$ cat config.mk
export PLATFORM = sky130hd
export DESIGN_NAME = fetch_sequencer_flat
export DESIGN_NICKNAME = d
export VERILOG_FILES = /design/src/rtl/fetch_sequencer_if.sv /design/src/rtl/fetch_sequencer.sv /design/src/flat_wrapper.sv
export SDC_FILE = /design/constraint.sdc
export NUM_CORES = 1
export LEC_CHECK = 0
export ABC_AREA = 1
export CAP_MARGIN = 20
export CORE_ASPECT_RATIO = 1.75
export CORE_MARGIN = 3
export CORE_UTILIZATION = 35
export DETAILED_ROUTE_END_ITERATION = 7
export PLACE_DENSITY = 0.76
export SYNTH_ARGS = -nofsm -noshare
export SYNTH_HDL_FRONTEND = slang
export SYNTH_SLANG_ARGS = --single-unit
export TNS_END_PERCENT = 100
$ cat constraint.sdc
create_clock -name i_clk -period 1.3 [get_ports i_clk]
set_clock_uncertainty 0.1 [all_clocks]
set_input_delay 0.13 -clock i_clk [delete_from_list [all_inputs] [get_ports i_clk]]
set_output_delay 0.13 -clock i_clk [all_outputs]
set_load 0.02 [all_outputs]
$ cat src/rtl/fetch_sequencer_if.sv
// Bus bundle between the fetch sequencer, its program ROM and the datapath.
// Signal names keep the original port names of the flat module.
interface fetch_sequencer_if #(
  parameter int ADDR_W = 4,
  parameter int OPC_W  = 4
);
  logic                      i_run;
  logic [OPC_W+ADDR_W-1:0]   i_rom_data;
  logic                      i_flag_carry;
  logic                      i_flag_zero;
  logic [ADDR_W-1:0]         o_rom_addr;
  logic                      o_rom_enable;
  logic [OPC_W+ADDR_W-1:0]   o_ir;
  logic [2:0]                o_step;
  logic [10:0]               o_ctrl;
  logic                      o_halted;

  modport master (
    input  i_run, i_rom_data, i_flag_carry, i_flag_zero,
    output o_rom_addr, o_rom_enable, o_ir, o_step, o_ctrl, o_halted
  );

  modport slave (
    output i_run, i_rom_data, i_flag_carry, i_flag_zero,
    input  o_rom_addr, o_rom_enable, o_ir, o_step, o_ctrl, o_halted
  );
endinterface

$ cat src/rtl/fetch_sequencer.sv
// PC, instruction register and T-state sequencer for the 16x8 program ROM;
// decodes (step, opcode) into a Moore control word for the datapath.
module fetch_sequencer #(
  parameter int ADDR_W = 4,
  parameter int OPC_W  = 4
) (
  input  logic            i_clk,
  input  logic            i_rst_n,
  fetch_sequencer_if.master bus
);
  localparam int IR_W = OPC_W + ADDR_W;

  localparam logic [10:0] C_MI = 11'h001;
  localparam logic [10:0] C_RI = 11'h002;
  localparam logic [10:0] C_RO = 11'h004;
  localparam logic [10:0] C_IO = 11'h008;
  localparam logic [10:0] C_AI = 11'h010;
  localparam logic [10:0] C_AO = 11'h020;
  localparam logic [10:0] C_EO = 11'h040;
  localparam logic [10:0] C_SU = 11'h080;
  localparam logic [10:0] C_BI = 11'h100;
  localparam logic [10:0] C_OI = 11'h200;
  localparam logic [10:0] C_FI = 11'h400;

  localparam logic [OPC_W-1:0] OP_LDA = OPC_W'(4'h1);
  localparam logic [OPC_W-1:0] OP_ADD = OPC_W'(4'h2);
  localparam logic [OPC_W-1:0] OP_SUB = OPC_W'(4'h3);
  localparam logic [OPC_W-1:0] OP_STA = OPC_W'(4'h4);
  localparam logic [OPC_W-1:0] OP_LDI = OPC_W'(4'h5);
  localparam logic [OPC_W-1:0] OP_JMP = OPC_W'(4'h6);
  localparam logic [OPC_W-1:0] OP_JC  = OPC_W'(4'h7);
  localparam logic [OPC_W-1:0] OP_JZ  = OPC_W'(4'h8);
  localparam logic [OPC_W-1:0] OP_OUT = OPC_W'(4'hE);
  localparam logic [OPC_W-1:0] OP_HLT = OPC_W'(4'hF);

  // Encodings double as the externally visible step number.
  typedef enum logic [2:0] {
    T0     = 3'd0,
    T1     = 3'd1,
    T2     = 3'd2,
    T3     = 3'd3,
    T4     = 3'd4,
    HALTED = 3'd7
  } state_t;

  state_t            state, state_nx;
  logic [ADDR_W-1:0] pc, pc_nx;
  logic [IR_W-1:0]   ir, ir_nx;
  logic              rom_enable;
  logic [10:0]       ctrl;
  logic [OPC_W-1:0]  opcode;
  logic [ADDR_W-1:0] operand;

  assign opcode  = ir[IR_W-1:ADDR_W];
  assign operand = ir[ADDR_W-1:0];

  always_ff @(posedge i_clk) begin
    if (!i_rst_n) begin
      state <= T0;
      pc    <= '0;
      ir    <= '0;
    end else begin
      state <= state_nx;
      pc    <= pc_nx;
      ir    <= ir_nx;
    end
  end

  always_comb begin
    state_nx   = state;
    pc_nx      = pc;
    ir_nx      = ir;
    rom_enable = 1'b0;
    ctrl       = '0;
    case (state)
      T0: begin
        if (bus.i_run) state_nx = T1;
      end
      T1: begin
        rom_enable = 1'b1;
        ir_nx      = bus.i_rom_data;
        pc_nx      = pc + ADDR_W'(1);
        state_nx   = T2;
      end
      T2: begin
        state_nx = (opcode == OP_HLT) ? HALTED : T3;
        case (opcode)
          OP_LDA, OP_ADD, OP_SUB, OP_STA: ctrl = C_IO | C_MI;
          OP_LDI:                         ctrl = C_IO | C_AI;
          OP_OUT:                         ctrl = C_AO | C_OI;
          default:                        ctrl = '0;
        endcase
        // PC already holds the incremented value; a taken jump replaces it.
        if ((opcode == OP_JMP) ||
            (opcode == OP_JC && bus.i_flag_carry) ||
            (opcode == OP_JZ && bus.i_flag_zero))
          pc_nx = operand;
      end
      T3: begin
        state_nx = T4;
        case (opcode)
          OP_LDA:         ctrl = C_RO | C_AI;
          OP_ADD, OP_SUB: ctrl = C_RO | C_BI;
          OP_STA:         ctrl = C_AO | C_RI;
          default:        ctrl = '0;
        endcase
      end
      T4: begin
        state_nx = T0;
        case (opcode)
          OP_ADD:  ctrl = C_EO | C_AI | C_FI;
          OP_SUB:  ctrl = C_EO | C_SU | C_AI | C_FI;
          default: ctrl = '0;
        endcase
      end
      HALTED:  state_nx = HALTED;
      default: state_nx = T0;
    endcase
  end

  assign bus.o_rom_addr   = pc;
  assign bus.o_rom_enable = rom_enable;
  assign bus.o_ir         = ir;
  assign bus.o_step       = state;
  assign bus.o_ctrl       = ctrl;
  assign bus.o_halted     = (state == HALTED);
endmodule

$ cat src/flat_wrapper.sv
// flat-port wrapper written by rule: the top's interface ports become plain ports
module fetch_sequencer_flat 
#(
  parameter int ADDR_W = 4,
  parameter int OPC_W  = 4
)
  (i_clk, i_rst_n, bus_i_run, bus_i_rom_data, bus_i_flag_carry, bus_i_flag_zero, bus_o_rom_addr, bus_o_rom_enable, bus_o_ir, bus_o_step, bus_o_ctrl, bus_o_halted);
  fetch_sequencer_if #(.ADDR_W(ADDR_W), .OPC_W(OPC_W)) bus_i ();
  input  logic i_clk;
  input  logic i_rst_n;
  input wire logic [$bits(bus_i.i_run)-1:0] bus_i_run;
  input wire logic [$bits(bus_i.i_rom_data)-1:0] bus_i_rom_data;
  input wire logic [$bits(bus_i.i_flag_carry)-1:0] bus_i_flag_carry;
  input wire logic [$bits(bus_i.i_flag_zero)-1:0] bus_i_flag_zero;
  output wire logic [$bits(bus_i.o_rom_addr)-1:0] bus_o_rom_addr;
  output wire logic [$bits(bus_i.o_rom_enable)-1:0] bus_o_rom_enable;
  output wire logic [$bits(bus_i.o_ir)-1:0] bus_o_ir;
  output wire logic [$bits(bus_i.o_step)-1:0] bus_o_step;
  output wire logic [$bits(bus_i.o_ctrl)-1:0] bus_o_ctrl;
  output wire logic [$bits(bus_i.o_halted)-1:0] bus_o_halted;
  assign bus_i.i_run = bus_i_run;
  assign bus_i.i_rom_data = bus_i_rom_data;
  assign bus_i.i_flag_carry = bus_i_flag_carry;
  assign bus_i.i_flag_zero = bus_i_flag_zero;
  assign bus_o_rom_addr = bus_i.o_rom_addr;
  assign bus_o_rom_enable = bus_i.o_rom_enable;
  assign bus_o_ir = bus_i.o_ir;
  assign bus_o_step = bus_i.o_step;
  assign bus_o_ctrl = bus_i.o_ctrl;
  assign bus_o_halted = bus_i.o_halted;
  fetch_sequencer #(.ADDR_W(ADDR_W), .OPC_W(OPC_W)) u_core (.i_clk(i_clk), .i_rst_n(i_rst_n), .bus(bus_i));
endmodule
* Yosys cells after proc, flatten, opt, wreduce, memory -nomap -nowiden
Cells that the tools add are included.
Word-level totals: bits in latches 0, output and inout port bits 28, memory bits (read-only) 0, RAM bits 0, flip-flop bits (word level) 15, memories kept 0, word-level logic and storage cells 40
Operators by class: multipliers 0, eq/ne operators 17, $lt $le $gt $ge 0, bitwise gates (word level) 0, mux-type cells 10, add/subtract/negate cells 1, reductions and logical operators 9, shift operators 0, div/mod/pow operators 0
Operators by type and width (count):
- $pmux W11 S3 | 1
- $pmux W10 S3 | 1
- $pmux W9 S3 | 1
- $pmux W11 S2 | 1
- $eq A4 B3 Y1 const B | 4
- $pmux W3 S5 | 1
- $eq A4 B4 Y1 const B | 3
- $eq A4 B2 Y1 const B | 2
- $pmux W4 S2 | 1
- $eq A3 B2 Y1 const B | 2
- $eq A3 B3 Y1 const B | 2
- $mux W3 | 2
- $add A4 B1 Y4 const B | 1
- $eq A4 B1 Y1 const B | 1
- $mux W4 | 1
- $reduce_or A4 Y1 | 1
- $eq A3 B1 Y1 const B | 1
- $logic_not A3 Y1 | 1
- $logic_and A1 B1 Y1 | 2
- $logic_or A1 B1 Y1 | 2
- $ne A2 B1 Y1 const B | 1
- $ne A2 B2 Y1 const B | 1
- $reduce_and A2 Y1 | 1
- $reduce_bool A2 Y1 | 1
- 2 further kinds | 2

* Longest topological paths before layout
Gate-level depths: netlist of run 1.
depth after elaboration 6, gate-level depth with buffers 8, mapped depth without buffers 8

* Worst setup path after synthesis of run 1
Ideal clock, no wire load.
path type flip-flop to output port, start register u_core.ir[6], in the netlist u_core.bus.o_ir[6], end output bus_o_ctrl[3], data arrival time 1426 ps, buffers on the path 0, stages on the path, launching flop included 6, required time 1070 ps, path slack -356 ps, cells stage by stage dfxtp_1 > inv_1 > nor2_1 > nand2_1 > o21a_1 > o21ai_0
On the way: longest elaborated chain between the ends 4, elaborated cells between the ends (all ways) 9
Ends and longest elaborated chain:
- start: declaration | RTL line fetch_sequencer.sv:48 | logic [IR_W-1:0] ir, ir_nx;
- start signal: assignment | RTL line fetch_sequencer.sv:65 | ir <= ir_nx;
- $eq A4 B1 Y1 (tied with other cells) | RTL line fetch_sequencer.sv:87 | case (opcode)
- $reduce_or A4 Y1 | RTL line fetch_sequencer.sv:87
- $pmux W10 S3 * | RTL line fetch_sequencer.sv:87
- $pmux W11 S3 * | RTL line fetch_sequencer.sv:75 | case (state)
- end: declaration | RTL line flat_wrapper.sv:19 | output wire logic [$bits(bus_i.o_ctrl)-1:0] bus_o_ctrl;
Every way passes the cells marked *; elsewhere a longest branch is shown, timed or not.

* Worst setup path in the final report of run 1
start register u_core.ir[5], in the netlist u_core.bus.o_ir[5], end output bus_o_ctrl[8]
On the way: longest elaborated chain between the ends 4, elaborated cells between the ends (all ways) 7
Ends and longest elaborated chain:
- $eq A4 B2 Y1 | RTL line fetch_sequencer.sv:101 | case (opcode)
- $reduce_or A2 Y1 | RTL line fetch_sequencer.sv:101
- $pmux W9 S3 * | RTL line fetch_sequencer.sv:101
- $pmux W11 S3 * | RTL line fetch_sequencer.sv:75
Marks and branches as above.

==> results.ini, run 1 <==
[logic_synthesis]
syn_area_per_cell_sq_um = 6.89
ys_seq_area_share_pct = 33.8
synth_cell_types = 22
synth_fp_nets = 143
ys_warn_count = 0
synth_seq_cells = 15
synthCells = 129
synth_area_sq_um = 888

[clocking]
htree_levels = 1
clk_path_buf_depth = 2
cts_tree = yes
clkLatencyLatePin_ns = 0.25
root_buffer = clkbuf_8
cts.sinks = 15
cts_buffers = 3
clk_pin_slew_ns = 0.06

[global_routing]
grt_antenna_before_repair = 0
grt_overflow = 0
grt_use_total_pct = 22.3
grt-busiest-layer = met2
use_met3_pct = 2.96
grt_pass1_wl_um = 5400
grt_pass1_vias = 1305
grt_use_met1_pct = 20.7
use_met2_pct = 43.5
grt_max_degree = 22

[routing]
via_per_inst = 5.26
firstDrtPassIters = 4
vias = 1230
ant_nets = 0
routed_wl_um = 3930
route.detailed.drc = 0
drtIter0Drc = 32
wl_per_cell_um = 16.8

[worst_setup_path]
endpoint_kind = primary output
r2r_slack_ns = -0.13
critPathRequiredTime_ns = 1.07
r2r_start = u_core.bus.o_ir[5]
r2r_end = u_core.bus.o_step[2]
crit_type = reg -> out
crit_start = u_core.bus.o_ir[5]
cp.arrival_ns = 1.39
cp-start-kind = register
crit_fanout = 5
r2r_cells = 7

[sta]
fin_crit_sh_pct = 124
hold_slack_ns = 0.334
clock.fmax_mhz = 618
period_needed_ns = 1.62
fin_ws_ns = -0.318
setup_viol = 18
max_slew_margin_pct = 84.2
hold_viol = 0
slew_violations = 0
rsz0062_at_grt = true
worst_pin_slew_ns = 0.235

[die]
die_w_um = 44.1
die-height_um = 72.6
core_area_sq_um = 2360
pin_count = 41
dieArea_sq_um = 3200
start_util_pct = 37.6
row_count = 23

[power]
internal_power_mw = 1.50
p_sw_share_pct = 41.3
pwr-share-seq_pct = 26.2
clock_power_share_pct = 15.1
power_density_nw_per_um2 = 1340
irDropWorstVdd_mv = 1.09
cellLeakagePower_nw = 0.894
p_total_mw = 2.56
combPwrFrac_pct = 58.6
power_switching_mw = 1.06

[final_layout]
num_antenna_cells = 0
fin_util_pct = 81.1
drive_gt1_share_pct = 55.0
fin_cells = 234
synthToLayoutAreaGrowth_pct = 115
fill_cells = 167
nNetsFinal = 224
fin_area_sq_um = 1910

[outcome]
outcome = finished, violations left
violations = setup timing

[worst_hold_path]
holdPathEnd = u_core.bus.o_ir[7]
hp-start = bus_i_rom_data[7]
holdPathStages = 3
hold_path.class = in -> reg

[place]
portBuffers = 40
dp.cells = 220
place_hpwl_um = 2360
placed_cell_area_sq_um = 1580
finalWeightedCongestion = 0.857

[job]
cap_violations = 0

==> worst max-delay path by stage <==
stage                         end  cells past startpoint
global placement    bus_o_ctrl[7]                      6
finish              bus_o_ctrl[8]                      5
detailed placement  bus_o_ctrl[7]                      6
floorplan           bus_o_ctrl[5]                      5
global route        bus_o_ctrl[5]                      6
CTS                 bus_o_ctrl[5]                      5
==> per-layer routing <==
layer	share of wire, %	vias to the layer above
met4	3.0	0
met1	35	592
met5	0	-
met2	58	48
met3	4.5	11
li1	-	579
==> cell families (layout without fill, tap and decap cells) <==
logic type | count (synthesis) | after routing | share of synthesized area [%]
buf+inv | 22 | 102 | 11.8
fa+ha+maj | 1 | 1 | 1.41
flops | 15 | 15 | 33.8
simple gates | 64 | 64 | 37.0
xor+xnor | 1 | 1 | 0.986
compound gates | 26 | 26 | 14.9
==> critical path: stages (launching register included) <==
cell and delay, ns:
dfxtp_4 0.38, clkinvlp_4 0.17, buf_4 0.18, buf_6 0.11, nor3_4 0.15, buf_6 0.14
==> registers in the layout, summed over array words and instances (netlist names) <==
name,cells
u_core.bus.o_step,3
u_core.bus.o_rom_addr,4
u_core.bus.o_ir,8
==> power groups by stage <==
stage          registers (mW)  logic [mW]  clock network [mW]
5_1_grt                 0.680        1.60               0.414
4_1_cts                 0.665        1.21               0.389
6_report                0.672        1.50               0.388
3_3_place_gp            0.654        1.12                   0
3_5_place_dp            0.661        1.15                   0
2_1_floorplan           0.776       0.481                   0
==> synth_stat cells <==
library cell / n / share of area (%)
nor2_1: 14 / 5.9
nor3_1: 4 / 2.3
buf_4: 2 / 1.7
nor4_4: 1 / 2.4
nor2_4: 2 / 2.5
inv_1: 17 / 7.2
nand2_4: 1 / 1.3
nand3_1: 10 / 5.6
buf_6: 2 / 2.5
dfxtp_1: 15 / 34
or2_1: 1 / 0.70
nand2_2: 1 / 0.70
nor3_4: 1 / 1.8
inv_2: 1 / 0.42
nand3_2: 1 / 1.1
nand2_1: 25 / 11
o21ai_0: 11 / 6.2
o21a_1: 1 / 0.85
nand4_1: 3 / 2.1
a21oi_1: 14 / 7.9
ha_1: 1 / 1.4
xnor2_1: 1 / 0.99
==> repair_timing <==
action                                  4_1_cts  5_1_grt
gates cloned                                  0        2
hold endpoints to repair                      0        0
setup buffers                                 6        5
hold buffers                                  0        0
resized for setup                           126       38
endpoints found under the setup margin       38       30
pin swaps                                    11        9
==> cells in the final DEF (no fill, tap or decap), drive strengths merged <==
cell and instances:
nor2 16, buf 52, nand3 11, clkdlybuf4s50 12, dfxtp 15, or2 1, nor4 1, a21oi 14
nor3 5, o21ai 11, clkbuf 7, ha 1, dlygate4sd2 8, nand2 27, clkinvlp 1, o21a 1
inv 17, nand4 3, clkdlybuf4s15 5, xnor2 1
==> per-stage QoR <==
stage                     setup TNS [ns]  worst slack, ns
final                              -3.08           -0.318
after global routing               -4.15           -0.381
after CTS                          -2.67           -0.280
after detailed placement           -6.28           -0.543
after global placement             -5.98           -0.540
after floorplan                   -0.425           -0.183
==> final cells by class <==
cell class	instances	area (sq um)	area share (%)
inverters	18	76.3	3.99
clock buffers	4	45.0	2.35
repair buffers	80	786	41.1
multi-input cells	92	648	33.9
well taps	25	31.3	1.64
flip-flops and latches	15	327	17.1
Note: power is estimated with default switching activity, not from simulation.
==> inputs of run 2 (changes only) <==
PLACE_DENSITY = 0.78   (was 0.76)
clock period = 1.38 ns   (was 1.3 ns; I/O delays follow)
==> results.ini, run 2 (synthesis gave the netlist of run 1 again) <==
[outcome]
outcome = finished, violations left
violations = setup timing

[worst_setup_path]
crit_start = u_core.bus.o_ir[5]
endpoint_kind = primary output
endpoint = bus_o_ctrl[8]
cp.arrival_ns = 1.40
critPathRequiredTime_ns = 1.14
r2r_slack_ns = -0.11
crit_path_frequent_cell = buf_6
critical_path.top_delay_family = buffers and inverters
cp_num_cells = 5
cp-start-kind = register
cpMaxStageDelayCell = dfxtp_4
crit_type = reg -> out
critical_path.max_stage_delay_ns = 0.37
r2r_start = u_core.bus.o_ir[5]
crit_fanout = 5
crit_buf_inv = 4
r2r_cells = 6
r2r_end = u_core.bus.o_step[2]
path_cells = clkinvlp_4, buf_4, buf_6, nor3_4, buf_6

[power]
p_total_mw = 2.22
pwr-share-seq_pct = 28.7
irDropWorstVdd_mv = 0.867
internal_power_mw = 1.30
combPwrFrac_pct = 54.7
power_density_nw_per_um2 = 1270
p_sw_share_pct = 41.4
power_switching_uw = 919
cellLeakagePower_nw = 0.820
clock_power_share_pct = 16.5

[clocking]
postCtsHoldBufs = 0
clkLatencyLatePin_ns = 0.26
clk_path_buf_depth = 2
htree_levels = 1
cts.sinks = 15
cts_buffers = 3
root_buffer = clkbuf_8
cts_tree = yes
clk_pin_slew_ns = 0.06

[sta]
max_slew_margin_pct = 84.4
worst_pin_slew_ns = 0.234
slew_violations = 0
fin_ws_ns = -0.254
period_needed_ns = 1.63
setup_viol = 12
clock.fmax_mhz = 612
rsz0062_at_grt = true
fin_crit_sh_pct = 118
hold_viol = 0

[routing]
firstDrtPassIters = 4
route.detailed.drc = 0
routed_wl_um = 3400
wl_per_cell_um = 15.0
ant_nets = 0
drtIter0Drc = 20
via_per_inst = 5.21
vias = 1183

[place]
place_hpwl_um = 2320
portBuffers = 40
dp.cells = 215
place_ws_ns = -0.440
finalWeightedCongestion = 0.902

[final_layout]
largest_reg_flops = 8
nNetsFinal = 217
drive_gt1_share_pct = 47.5
fin_cells = 227
synthToLayoutAreaGrowth_pct = 96.9
num_antenna_cells = 0
final_common_cell = buf_4
final_cell_mix = 28 x buf_4, 22 x nand2_1, 17 x buf_6
fill_cells = 172

[global_routing]
grt_pass1_wl_um = 4990
grt_pass1_vias = 1167
grt_use_total_pct = 20.8
grt_max_degree = 22
grt_antenna_before_repair = 0
grt_overflow = 0

[die]
dieArea_sq_um = 3200
pin_count = 41
row_count = 23
start_util_pct = 37.6
die_w_um = 44.1
die-height_um = 72.6
core_area_sq_um = 2360

[job]
cap_violations = 0

[worst_hold_path]
hold_path.class = in -> reg

[run 2: layout make-up]
| class | count | area [sq um] | area share [%] |
|---|---|---|---|
| tap | 25 | 31.3 | 1.79 |
| clock inverter | 1 | 5.00 | 0.286 |
| inverter | 18 | 78.8 | 4.51 |
| timing repair buffer | 73 | 662 | 37.8 |
| clock buffer | 3 | 41.3 | 2.36 |
| sequential | 15 | 324 | 18.5 |
| multi-input combinational | 92 | 607 | 34.7 |
[run 2: timing repair]
item / 4_1_cts / 5_1_grt
pin swaps: 11 / 10
gates resized for setup: 111 / 36
setup buffers: 1 / 7
setup endpoints to repair: 30 / 29
[run 2: power groups by stage]
| stage | Sequential, mW | Combinational, mW | Clock [mW] |
|---|---|---|---|
| after floorplan | 0.726 | 0.436 | 0 |
| after global routing | 0.651 | 1.31 | 0.396 |
| final | 0.638 | 1.22 | 0.367 |
| after CTS | 0.630 | 1.03 | 0.373 |
| after detailed placement | 0.628 | 1.02 | 0 |
| after global placement | 0.623 | 0.991 | 0 |
[run 2: worst min-delay path by stage]
| stage | end | depth (start not counted) | slack [ns] | from |
|---|---|---|---|---|
| global placement | u_core.bus.o_ir[1] | 2 | 0.35 | u_core.bus.o_ir[1] |
| floorplan | u_core.bus.o_ir[2] | 2 | 0.18 | bus_i_rom_data[2] |
| detailed placement | u_core.bus.o_ir[0] | 2 | 0.36 | u_core.bus.o_ir[0] |
| finish | u_core.bus.o_ir[7] | 3 | 0.34 | bus_i_rom_data[7] |
| CTS | u_core.bus.o_ir[7] | 3 | 0.34 | bus_i_rom_data[7] |
| global route | u_core.bus.o_ir[7] | 3 | 0.36 | bus_i_rom_data[7] |
[run 2: metal layers]
metal	share of wire, %	vias up	wire [um]	track usage (%)
li1	-	567	-	-
met4	5.8	0	196	15.4
met5	0	-	0	0
met3	4.6	17	157	3.21
met2	58	52	1960	38.3
met1	32	547	1090	19.4
[run 2: per-stage QoR]
stage | setup TNS, ns | util [%] | area [sq um] | hold slack [ns]
3_3_place_gp | -4.55 | 64.1 | 1510 | 0.352
4_1_cts | -1.40 | 67.6 | 1590 | 0.338
3_5_place_dp | -4.91 | 64.1 | 1510 | 0.363
5_1_grt | -2.97 | 74.1 | 1750 | 0.357
2_1_floorplan | -0.249 | - | 930 | 0.183
6_report | -2.06 | 74.1 | 1750 | 0.335
[run 2: tightest hold or removal path, stage by stage]
cell	delay, ns
clkdlybuf4s50_1	0.40
nand2_1	0.06
a21oi_1	0.05
